--- config.mk ---
export PLATFORM = sky130hd
export DESIGN_NAME = karatsuba_poly_reducer
export DESIGN_NICKNAME = d
export VERILOG_FILES = /design/src/rtl/karatsuba_poly_reducer.sv
export SDC_FILE = /design/constraint.sdc
export NUM_CORES = 1
export LEC_CHECK = 0
export CORE_ASPECT_RATIO = 1.2
export CORE_MARGIN = 1.5
export CORE_UTILIZATION = 45
export DETAILED_ROUTE_END_ITERATION = 10
export GPL_ROUTABILITY_DRIVEN = 0
export PLACE_DENSITY = 0.78
export SETUP_SLACK_MARGIN = 0.5
export SYNTH_ARGS = -nofsm -noshare
export SYNTH_HDL_FRONTEND = slang
export SYNTH_SLANG_ARGS = --single-unit
export TNS_END_PERCENT = 5
--- constraint.sdc ---
create_clock -name clk -period 3 [get_ports clk]
set_input_delay 0.6 -clock clk [delete_from_list [all_inputs] [get_ports clk]]
set_output_delay 0.6 -clock clk [all_outputs]
set_load 0.1 [all_outputs]
--- src/rtl/karatsuba_poly_reducer.sv ---
// Karatsuba product reducer: folds a (2D-1)-coefficient product into D
// coefficients modulo x^D + 1 (negacyclic) or x^D - 1 (cyclic).
// LANES coefficients are folded per cycle. Handshakes are valid/ready on both sides.

// One fold lane: r_j = p_j -/+ p_(j+D), computed at N+1 bits and truncated to N bits.
module karatsuba_fold_lane #(
    parameter int N          = 8,
    parameter int NEGACYCLIC = 1
) (
    input  logic [N-1:0] lo,
    input  logic [N-1:0] hi,
    output logic [N-1:0] res
);
    logic [N:0] full;
    logic       unused_carry;

    assign full         = (NEGACYCLIC != 0) ? ({1'b0, lo} - {1'b0, hi})
                                            : ({1'b0, lo} + {1'b0, hi});
    assign res          = full[N-1:0];
    assign unused_carry = full[N];
endmodule

module karatsuba_poly_reducer #(
    parameter int D          = 16,
    parameter int N          = 8,
    parameter int LANES      = 4,
    parameter int NEGACYCLIC = 1
) (
    input  logic                   clk,
    input  logic                   rst,
    input  logic                   in_valid,
    output logic                   in_ready,
    input  logic [(2*D-1)*N-1:0]   p,
    output logic                   out_valid,
    input  logic                   out_ready,
    output logic [D*N-1:0]         r,
    output logic                   busy
);
    localparam int STEPS = D / LANES;
    localparam int CW    = (STEPS > 1) ? $clog2(STEPS) : 1;
    localparam int PW    = (2*D-1) * N;

    typedef enum logic [1:0] {IDLE, RUN, DONE} state_t;

    state_t                    state;
    logic [CW-1:0]             cnt;
    logic [PW-1:0]             p_q;
    // p_(2D-1) does not exist; a zero coefficient on top makes r_(D-1) = p_(D-1)
    logic [2*D*N-1:0]          p_ext;
    logic [LANES-1:0][N-1:0]   lane_res;

    assign p_ext = {{N{1'b0}}, p_q};

    // Per-lane fold of the coefficient chunk selected by cnt
    for (genvar k = 0; k < LANES; k++) begin : g_lane
        logic [N-1:0] lo;
        logic [N-1:0] hi;

        assign lo = p_ext[(int'(cnt)*LANES + k)*N     +: N];
        assign hi = p_ext[(int'(cnt)*LANES + k + D)*N +: N];

        karatsuba_fold_lane #(.N(N), .NEGACYCLIC(NEGACYCLIC)) u_lane (
            .lo  (lo),
            .hi  (hi),
            .res (lane_res[k])
        );
    end

    // Control FSM with registered handshake outputs; r is written chunk by chunk in RUN
    always_ff @(posedge clk) begin
        if (rst) begin
            state     <= IDLE;
            in_ready  <= 1'b1;
            out_valid <= 1'b0;
            busy      <= 1'b0;
            cnt       <= '0;
            p_q       <= '0;
            r         <= '0;
        end else begin
            case (state)
                IDLE: begin
                    if (in_valid) begin
                        p_q      <= p;
                        cnt      <= '0;
                        state    <= RUN;
                        in_ready <= 1'b0;
                        busy     <= 1'b1;
                    end
                end
                RUN: begin
                    r[int'(cnt)*LANES*N +: LANES*N] <= lane_res;
                    if (cnt == CW'(STEPS-1)) begin
                        cnt       <= '0;
                        state     <= DONE;
                        out_valid <= 1'b1;
                    end else begin
                        cnt <= cnt + 1'b1;
                    end
                end
                DONE: begin
                    if (out_ready) begin
                        state     <= IDLE;
                        out_valid <= 1'b0;
                        busy      <= 1'b0;
                        in_ready  <= 1'b1;
                    end
                end
                default: begin
                    state     <= IDLE;
                    in_ready  <= 1'b1;
                    out_valid <= 1'b0;
                    busy      <= 1'b0;
                end
            endcase
        end
    end
endmodule

==> flow_metrics.py, run 1 <==
metrics = {
    "status": {
        "status": "finished, final reports clean",
    },
    "route": {
        "routed_wl_um": 52040,
        "drc": 0,
        "drtAntennaViolNets": 0,
        "firstDrtPassIters": 7,
        "wl_met1_um": 21020,
        "viasPerCell": 5.517,
        "dr.max_layer_used": "met4",
        "wl_per_cell_um": 18.95,
        "route.met3.wl_um": 3560,
        "wl_met2_um": 25210,
        "drt_iter0_drc": 1297,
        "vias": 15150,
    },
    "place": {
        "place_area_mm2": 0.02031,
        "io_buffer_count": 382,
        "dp.final_hpwl_um": 36660,
    },
    "synthesis": {
        "synth.area.mux_share_pct": 8.015,
        "synth_edf_count": 0,
        "synth_top_family_by_area": "simple AND/OR/NAND/NOR gates",
        "yosysSeqAreaShare_pct": 46.96,
        "synthCells": 1875,
        "yosysMostFrequentCell": "nand2_1",
        "synthArstFlopShare_pct": 0,
        "synth_top_cells_by_count": "nand2_1 (507), dfxtp_1 (383), a21oi_1 (282)",
        "synth_warnings": 0,
        "synthTopCellsByArea": "dfxtp_1 (47%), nand2_1 (12%), a21oi_1 (8.6%), mux4_2 (7.6%), a22oi_1 (3.7%)",
        "synth_adder_area_share_pct": 3.402,
        "syn_nets": 2169,
        "syn_avg_cell_area_um2": 8.708,
        "yosysTopAreaCellShare_pct": 46.96,
        "ys_types": 64,
        "synth-compound-area-share_pct": 16.62,
        "synth-xor-area-share_pct": 1.985,
        "synth-seq-cells": 383,
        "synth-simple-area-share_pct": 18.29,
        "yosysTopAreaCell": "dfxtp_1",
        "synth_flop_cell": "dfxtp_1",
        "synth_area_mm2": 0.01633,
    },
    "sta": {
        "rsz0062_at_grt": "true",
        "hold_viol": 0,
        "finalCriticalPeriod_ns": 2.874,
        "fin_crit_sh_pct": 95.79,
        "setup_viol": 0,
        "slew_viol_final": 0,
        "relSlewSlack_pct": 35.02,
        "fmax_mhz": 348.0,
        "worst_slew_pin_slew_ns": 0.9747,
        "skew_ns": 0.01366,
    },
    "power_and_ir_drop": {
        "ir_drop_mv": 0.3748,
        "p_leak_nw": 8.649,
        "power_density_mw_per_mm2": 591.0,
    },
    "setup_path": {
        "crit_slowest_cell": "mux4_2",
        "cp.buffers_inverters": 4,
        "critical-path-max-stage-delay_ns": 0.51,
        "crit_cells": 12,
        "r2r_end": "r[78]$_SDFFE_PP0P_",
        "reg2reg_from": "cnt[0]$_SDFFE_PP0P_",
        "crit_required_ns": 3.40,
        "ff2ff_path_depth": 12,
        "critPathKind": "flop to flop",
        "worstSetupEndpoint": "r[78]$_SDFFE_PP0P_",
        "startpoint": "cnt[0]$_SDFFE_PP0P_",
        "end_kind": "flop",
        "crit_top_cell": "inv_2",
        "cp_max_fo": 7,
        "rrSetupSlack_ns": 0.13,
        "crit_chain": "buf_12 -> buf_16 -> mux4_2 -> inv_2 -> ha_4 -> inv_2 -> fa_2 -> a211oi_2 -> or4b_4 -> o2111ai_4 -> a22oi_2 -> nor2_1",
        "cp_top_family": "compound AO/OA/AOI/OAI gates",
        "crit_arrival_ns": 3.27,
        "cp-start-kind": "flop",
    },
    "cts": {
        "numCtsBuffers": 39,
        "cts_buffer_depth": 3,
        "htreeDepth": 2,
        "cts_root_buf": "clkbuf_16",
        "cts_tree": "done",
        "cts_hold_buf": 0,
        "cts.sink_count": 383,
        "clk_latency_ns": 0.54,
        "path_clk_slew_ns": 0.06,
    },
    "layout": {
        "drive_above_1_share_pct": 18.39,
        "syn2layout_area_growth_pct": 37.78,
        "fill_cells": 2855,
        "postLayoutCellArea_mm2": 0.02250,
        "nets": 2533,
        "utilization_pct": 62.75,
    },
    "floorplanning": {
        "dieArea_mm2": 0.03744,
        "core_area_mm2": 0.03585,
        "die_x_um": 176.9,
        "pin_count": 383,
        "start_util_pct": 45.55,
        "die_h_um": 211.7,
        "num_rows": 76,
    },
    "grt": {
        "grt_use_total_pct": 27.08,
        "grt_start_max_net_pins": 200,
        "grt_pass1_wl_um": 79170,
        "antenna_found_initial": 10,
        "overflow": 0,
        "grt_pass1_vias": 14749,
    },
    "run": {
        "cap_violations": 0,
    },
    "hold_path": {
        "hold_path_class": "flop to flop",
    },
}
timing repair:
item | in CTS | in global routing
cloned | 3 | 1
gates resized for setup | 55 | 40
buffers inserted | 23 | 11
pin swaps | 16 | 18
endpoints found under the setup margin | 106 | 124
through the flow:
stage	setup TNS, ns	power, W	hold WS [ns]	cells	worst slack, ns
after floorplan	0	0.007183	0.4331	1875	0.2998
after global placement	0	0.008057	0.4390	2628	0.008042
after detailed placement	-0.3585	0.008132	0.4443	2628	-0.09664
after CTS	0	0.01319	0.4518	2724	0.1721
after global routing	-0.009853	0.01380	0.4697	2746	-0.009546
final	0	0.01330	0.4529	2746	0.1264
routing by layer:
| layer | vias to the layer above | track usage, % |
|---|---|---|
| li1 | 7177 | - |
| met1 | 7238 | 34.04 |
| met2 | 613 | 44.75 |
| met3 | 122 | 4.652 |
| met4 | 0 | 13.53 |
| met5 | - | 0 |
where the power goes:
part           total (W)  internal, W  switching, W
Combinational    0.00295      0.00129       0.00166
Sequential       0.00549      0.00533      0.000155
Clock            0.00486      0.00280       0.00206
tightest hold or removal path: cells and delay by family, from the launching register on:
kind	cells	cell delay (ns)
DFF	1	0.31
and+or+nand+nor	1	0.05
AOI/OAI and AO/OA	1	0.05
sequential cells by signal, summed over array words and instances, names as in the netlist:
name       cells
p_q          248
r            128
cnt            2
state          2
busy           1
in_ready       1
out_valid      1
cell families (layout without fill, tap and decap cells):
logic type	Yosys count	after routing
and+or+nand+nor	723	723
AOI/OAI and AO/OA	455	455
DFF	383	383
buffers and inverters	173	566
muxes	62	62
adders and majority gates	42	42
xor gates and xnor gates	37	37
other	0	10
area by class of cell:
| class | count | area, um^2 | share of cell area (%) |
|---|---|---|---|
| well taps | 468 | 585.6 | 2.603 |
| clock inverters | 15 | 155.1 | 0.6897 |
| repair buffers | 458 | 4433 | 19.71 |
| inverters | 38 | 142.6 | 0.6340 |
| diodes | 10 | 25.02 | 0.1112 |
| multi-input cells | 1319 | 8363 | 37.17 |
| flip-flops and latches | 383 | 7675 | 34.12 |
| clock buffers | 55 | 1117 | 4.967 |
how the worst min path moves through the flow:
stage | start | end | slack (ns) | cells past startpoint
4_1_cts | p_q[212]$_SDFFE_PP0P_ | p_q[212]$_SDFFE_PP0P_ | 0.45 | 2
5_1_grt | p_q[212]$_SDFFE_PP0P_ | p_q[212]$_SDFFE_PP0P_ | 0.47 | 2
3_5_place_dp | p_q[212]$_SDFFE_PP0P_ | p_q[212]$_SDFFE_PP0P_ | 0.44 | 2
3_3_place_gp | p_q[213]$_SDFFE_PP0P_ | p_q[213]$_SDFFE_PP0P_ | 0.44 | 2
2_1_floorplan | p_q[192]$_SDFFE_PP0P_ | p_q[192]$_SDFFE_PP0P_ | 0.43 | 2
6_report | p_q[229]$_SDFFE_PP0P_ | p_q[229]$_SDFFE_PP0P_ | 0.45 | 2
cells in the final DEF, fill, tap and decap left out, types with 11 or more instances in the layout:
cell	count
ha_1	20
xor2_1	21
nor3b_1	15
inv_1	26
clkbuf_16	41
nor2_1	136
mux4_2	55
inv_2	11
a21oi_1	277
buf_4	177
dfxtp_1	381
clkdlybuf4s50_1	250
ha_4	14
a22oi_1	73
nand3_1	14
o21ai_0	21
nand2_1	506
buf_12	19
Power figures use the tool's default switching activity.
==> run 2: changes to the inputs <==
--- a/config.mk
+++ b/config.mk
@@ -5,12 +5,14 @@
 export SDC_FILE = /design/constraint.sdc
 export NUM_CORES = 1
 export LEC_CHECK = 0
+export CAP_MARGIN = 15
 export CORE_ASPECT_RATIO = 1.2
 export CORE_MARGIN = 1.5
 export CORE_UTILIZATION = 45
 export DETAILED_ROUTE_END_ITERATION = 10
 export GPL_ROUTABILITY_DRIVEN = 0
-export PLACE_DENSITY = 0.78
+export HOLD_SLACK_MARGIN = 0.05
+export PLACE_DENSITY = 0.76
 export SETUP_SLACK_MARGIN = 0.5
 export SYNTH_ARGS = -nofsm -noshare
 export SYNTH_HDL_FRONTEND = slang
==> run 2 against run 1 <==
Compared with the run above:
- global-route usage is 0.25 points lower
- total power is 1.0% higher
- via count is 0.13% lower
- clock skew is 0.0069 ns higher
- critical path type unchanged
- critical endpoint unchanged
==> flow_metrics.py, run 2 (synthesis results as in run 1) <==
metrics = {
    "route": {
        "viasPerCell": 5.494,
        "vias": 15131,
        "dr.max_layer_used": "met5",
        "wl_per_cell_um": 18.99,
        "wl_met1_um": 21280,
        "route.met3.wl_um": 4021,
        "wl_met2_um": 25080,
        "drtAntennaViolNets": 0,
        "drt_iter0_drc": 1277,
        "routed_wl_um": 52290,
        "firstDrtPassIters": 5,
        "drc": 0,
    },
    "cts": {
        "htreeDepth": 2,
        "cts_tree": "done",
        "clk_latency_ns": 0.55,
        "cts_buffer_depth": 3,
        "numCtsBuffers": 39,
        "cts_root_buf": "clkbuf_16",
        "path_clk_slew_ns": 0.06,
        "cts.sink_count": 383,
    },
    "grt": {
        "grt_pass1_vias": 14451,
        "grt_use_total_pct": 26.82,
        "antenna_found_initial": 16,
        "overflow": 0,
        "grt_pass1_wl_um": 78490,
        "grt_start_max_net_pins": 204,
    },
    "layout": {
        "fill_cells": 2863,
        "mostFrequentLayoutCells": "nand2_1 (507), dfxtp_1 (381), a21oi_1 (276)",
        "top_register": "p_q",
        "reg_top3": "p_q: 248 flops, r: 128 flops",
        "postLayoutCellArea_mm2": 0.02263,
        "nets": 2534,
        "largest_reg_flops": 248,
        "layout_commonest_cell": "nand2_1",
        "drive_above_1_share_pct": 19.21,
        "syn2layout_area_growth_pct": 38.57,
    },
    "sta": {
        "slew_viol_final": 0,
        "setup_viol": 0,
        "relSlewSlack_pct": 38.34,
        "skew_ns": 0.02052,
        "finalCriticalPeriod_ns": 2.842,
        "fin_hold_ws_ns": 0.2664,
        "worst_slew_pin_slew_ns": 0.9250,
        "rsz0062_at_grt": "true",
        "fmax_mhz": 351.9,
        "fin_crit_sh_pct": 94.72,
        "hold_viol": 0,
        "tns_ns": 0,
    },
    "floorplanning": {
        "start_util_pct": 45.55,
        "num_rows": 76,
        "dieArea_mm2": 0.03744,
        "die_h_um": 211.7,
        "pin_count": 383,
        "core_area_mm2": 0.03585,
        "die_x_um": 176.9,
    },
    "setup_path": {
        "crit_required_ns": 3.39,
        "crit_top_cell": "inv_2",
        "ff2ff_path_depth": 11,
        "crit_chain": "buf_12 -> mux4_2 -> inv_2 -> ha_4 -> inv_2 -> fa_2 -> a211oi_4 -> or4b_4 -> o2111ai_4 -> a22oi_2 -> nor2_1",
        "cp-start-kind": "flop",
        "crit_slowest_cell": "mux4_2",
        "critical-path-max-stage-delay_ns": 0.50,
        "end_kind": "flop",
        "crit_arrival_ns": 3.23,
        "critPathKind": "flop to flop",
        "cp_max_fo": 6,
    },
    "hold_path": {
        "hold_path_class": "input pin to flop",
        "min_path_cells": 2,
    },
    "power_and_ir_drop": {
        "ir_drop_mv": 0.3792,
        "p_leak_nw": 8.652,
        "power_density_mw_per_mm2": 593.7,
    },
    "status": {
        "status": "finished, final reports clean",
    },
    "run": {
        "cap_violations": 0,
    },
    "place": {
        "dp.final_hpwl_um": 36910,
        "place_area_mm2": 0.02037,
        "io_buffer_count": 382,
    },
}
run 2: changes by cell type in the layout (fill, tap and decap cells not counted), sizes merged:
cell      change
diode         +6
buf           +2
clkbuf        +3
clkinv        -4
inv           -1
clkinvlp      +2
run 2: metrics by stage:
| stage | cells | util [%] | power [W] | worst slack, ns |
|---|---|---|---|---|
| finish | 2754 | 63.12 | 0.01343 | 0.1584 |
| global route | 2752 | 63.10 | 0.01393 | 0.05397 |
| CTS | 2731 | 62.03 | 0.01329 | 0.2109 |
| detailed placement | 2638 | 56.82 | 0.008123 | -0.08120 |
| global placement | 2638 | 56.82 | 0.008059 | 0.01004 |
| floorplan | 1875 | - | 0.007183 | 0.2998 |
run 2: area by class of cell:
type	instances	area, um^2	area share (%)
Antenna cell	16	40.04	0.1770
Clock buffer	59	1181	5.220
Clock inverter	12	137.6	0.6083
Inverter	38	145.1	0.6415
Multi-Input combinational cell	1319	8487	37.51
Sequential cell	383	7675	33.92
Tap cell	468	585.6	2.588
Timing Repair Buffer	459	4375	19.34
run 2: path summary, 6_finish.rpt:
check                        from              endpoint  slack, ns
min                           rst     r[4]$_SDFFE_PP0P_       0.27
min reg2reg  p_q[69]$_SDFFE_PP0P_  p_q[69]$_SDFFE_PP0P_       0.45
max reg2reg   cnt[0]$_SDFFE_PP0P_    r[78]$_SDFFE_PP0P_       0.16
max           cnt[0]$_SDFFE_PP0P_    r[78]$_SDFFE_PP0P_       0.16
run 2: worst max-delay path, delay by kind of cell, from the launching register on:
kind / cells / cell delay [ns]
multiplexers: 1 / 0.50
adder cells (fa/ha/maj): 2 / 0.53
AO/OA/AOI/OAI: 3 / 0.68
flip-flops: 1 / 0.43
AND/OR/NAND/NOR: 2 / 0.26
buffers and inverters: 3 / 0.29
run 2: power breakdown:
part / internal [W] / total (W) / switching, W / leakage [nW]
Sequential: 0.00533 / 0.00549 / 0.000155 / 3.13
Clock: 0.00291 / 0.00497 / 0.00206 / 0.646
Combinational: 0.00129 / 0.00298 / 0.00168 / 4.88
run 2: timing repair:
item                                    4_1_cts  5_1_grt
endpoints found under the setup margin       89      109
setup buffers                                21        7
gates resized for setup                      69       50
hold buffers                                  0        0
gates cloned                                  1        0
pin swaps                                    24       24
run 2: layer usage:
| layer | vias to the layer above | GRT usage (%) |
|---|---|---|
| met5 | - | 0 |
| met4 | 2 | 11.86 |
| met3 | 103 | 3.951 |
| met2 | 632 | 43.83 |
| met1 | 7207 | 35.17 |
| li1 | 7187 | - |
==> run 3: changes to the inputs <==
--- a/config.mk
+++ b/config.mk
@@ -6,14 +6,14 @@
 export NUM_CORES = 1
 export LEC_CHECK = 0
 export CAP_MARGIN = 15
-export CORE_ASPECT_RATIO = 1.2
+export CELL_PAD_IN_SITES_DETAIL_PLACEMENT = 0
+export CELL_PAD_IN_SITES_GLOBAL_PLACEMENT = 1
 export CORE_MARGIN = 1.5
-export CORE_UTILIZATION = 45
+export CORE_UTILIZATION = 34
 export DETAILED_ROUTE_END_ITERATION = 10
 export GPL_ROUTABILITY_DRIVEN = 0
 export HOLD_SLACK_MARGIN = 0.05
-export PLACE_DENSITY = 0.76
-export SETUP_SLACK_MARGIN = 0.5
+export PLACE_DENSITY_LB_ADDON = 0.1
 export SYNTH_ARGS = -nofsm -noshare
 export SYNTH_HDL_FRONTEND = slang
 export SYNTH_SLANG_ARGS = --single-unit
==> run 3 against run 2 <==
Compared with the run above:
- clock power up 13%
- clock skew rose by 0.0028 ns
- combinational power fell by 6.7%
- register-to-register slack lost 0.09 ns
- worst setup slack worse by 0.091 ns
- cell count increased by 5.2%
- sequential power barely moved
- via count down 2.4%
==> flow_metrics.py, run 3 (synthesis results as in run 1) <==
metrics = {
    "status": {
        "status": "finished, final reports clean",
    },
    "cts": {
        "cts_buffer_depth": 3,
        "cts_root_buf": "clkbuf_16",
        "cts.sink_count": 383,
        "path_clk_slew_ns": 0.06,
        "cts_tree": "done",
        "htreeDepth": 2,
        "clk_latency_ns": 0.58,
        "cts_hold_buf": 0,
        "numCtsBuffers": 45,
    },
    "floorplanning": {
        "dieArea_mm2": 0.04935,
        "start_util_pct": 34.34,
        "die_x_um": 222.1,
        "pin_count": 383,
        "num_rows": 80,
        "die_h_um": 222.1,
        "core_area_mm2": 0.04755,
    },
    "route": {
        "routed_wl_um": 55800,
        "vias": 14764,
        "wl_met2_um": 24820,
        "drc": 0,
        "drt_iter0_drc": 1060,
        "wl_met1_um": 27430,
        "firstDrtPassIters": 4,
        "route.met3.wl_um": 2750,
        "viasPerCell": 5.098,
        "drtAntennaViolNets": 0,
        "wl_per_cell_um": 19.27,
        "dr.max_layer_used": "met5",
    },
    "grt": {
        "grt_start_max_net_pins": 195,
        "grt_use_total_pct": 22.11,
        "antenna_found_initial": 2,
        "overflow": 0,
        "grt_pass1_wl_um": 84810,
        "grt_pass1_vias": 14154,
    },
    "layout": {
        "nets": 2538,
        "top_register": "p_q",
        "final_cells": 2896,
        "drive_above_1_share_pct": 17.23,
        "reg_top3": "p_q: 248 flops, r: 128 flops",
        "largest_reg_flops": 248,
        "utilization_pct": 47.30,
        "syn2layout_area_growth_pct": 37.74,
        "mostFrequentLayoutCells": "nand2_1 (507), dfxtp_1 (381), a21oi_1 (280)",
        "layout_commonest_cell": "nand2_1",
        "antenna_cells": 0,
    },
    "setup_path": {
        "critPathKind": "flop to flop",
        "cp_max_fo": 16,
        "end_kind": "flop",
        "crit_required_ns": 3.45,
        "crit_arrival_ns": 3.38,
        "ff2ff_path_depth": 11,
        "cp-start-kind": "flop",
    },
    "sta": {
        "hold_viol": 0,
        "worst_slew_pin_slew_ns": 0.9803,
        "rsz0062_at_grt": "true",
        "skew_ns": 0.02334,
        "fmax_mhz": 340.9,
        "finalCriticalPeriod_ns": 2.933,
        "setup_viol": 0,
        "fin_crit_sh_pct": 97.77,
        "fin_ws_ns": 0.06699,
        "fin_hold_ws_ns": 0.4524,
        "relSlewSlack_pct": 34.65,
        "slew_viol_final": 0,
    },
    "hold_path": {
        "min_path_cells": 2,
        "hold_path_class": "flop to flop",
    },
    "power_and_ir_drop": {
        "totalPowerFinal_w": 0.01387,
        "power_density_mw_per_mm2": 616.8,
        "p_leak_nw": 8.687,
        "ir_drop_mv": 0.3385,
    },
    "place": {
        "io_buffer_count": 382,
        "dp_cells": 2798,
        "pre_cts_ws_ns": -0.05041,
        "dp.final_hpwl_um": 40910,
    },
    "run": {
        "cap_violations": 0,
    },
}
[run 3: critical path, stage by stage, from the launching register on]
cell	delay, ns
dfxtp_4	0.41
buf_12	0.13
buf_16	0.17
mux4_2	0.58
inv_1	0.08
ha_1	0.30
a21oi_1	0.16
o21bai_1	0.11
a221oi_4	0.30
buf_6	0.16
nor3_1	0.05
a311o_1	0.33
[run 3: per-layer routing]
layer	vias up	GRT usage (%)
met1	7130	32.47
met5	-	0
li1	7192	-
met2	387	34.04
met4	2	4.971
met3	53	3.326
[run 3: path summary, 6_finish.rpt]
path	end	start	slack, ns
worst max-delay path	r[55]$_SDFFE_PP0P_	cnt[0]$_SDFFE_PP0P_	0.07
worst min-delay path	p_q[98]$_SDFFE_PP0P_	p_q[98]$_SDFFE_PP0P_	0.45
worst max register to register	r[55]$_SDFFE_PP0P_	cnt[0]$_SDFFE_PP0P_	0.07
worst min register to register	p_q[98]$_SDFFE_PP0P_	p_q[98]$_SDFFE_PP0P_	0.45
[run 3: cell type report]
class | count | area [um^2]
inverter | 38 | 145.1
timing repair buffer | 457 | 4242
clock buffer | 71 | 1396
fill | 4638 | 25060
tap | 615 | 769.5
sequential | 383 | 7675
multi-input combinational | 1319 | 8113
clock inverter | 13 | 150.1
[run 3: where the power goes]
part	internal (W)	leakage, nW	switching, W	total, W
Clock	0.00338	0.757	0.00222	0.00560
Sequential	0.00534	3.13	0.000154	0.00549
Combinational	0.00117	4.80	0.00161	0.00278
[run 3: stage by stage]
stage               instance area [um^2]  setup TNS [ns]
finish                             22490               0
global route                       22490         -0.2889
CTS                                22190               0
detailed placement                 20600         -0.1702
global placement                   20600               0
floorplan                          16330               0
[run 3: timing repair]
item | 4_1_cts | 5_1_grt
pin swaps | 0 | 12
setup endpoints to repair | 14 | 56
gates resized for setup | 3 | 43
setup buffers | 3 | 11
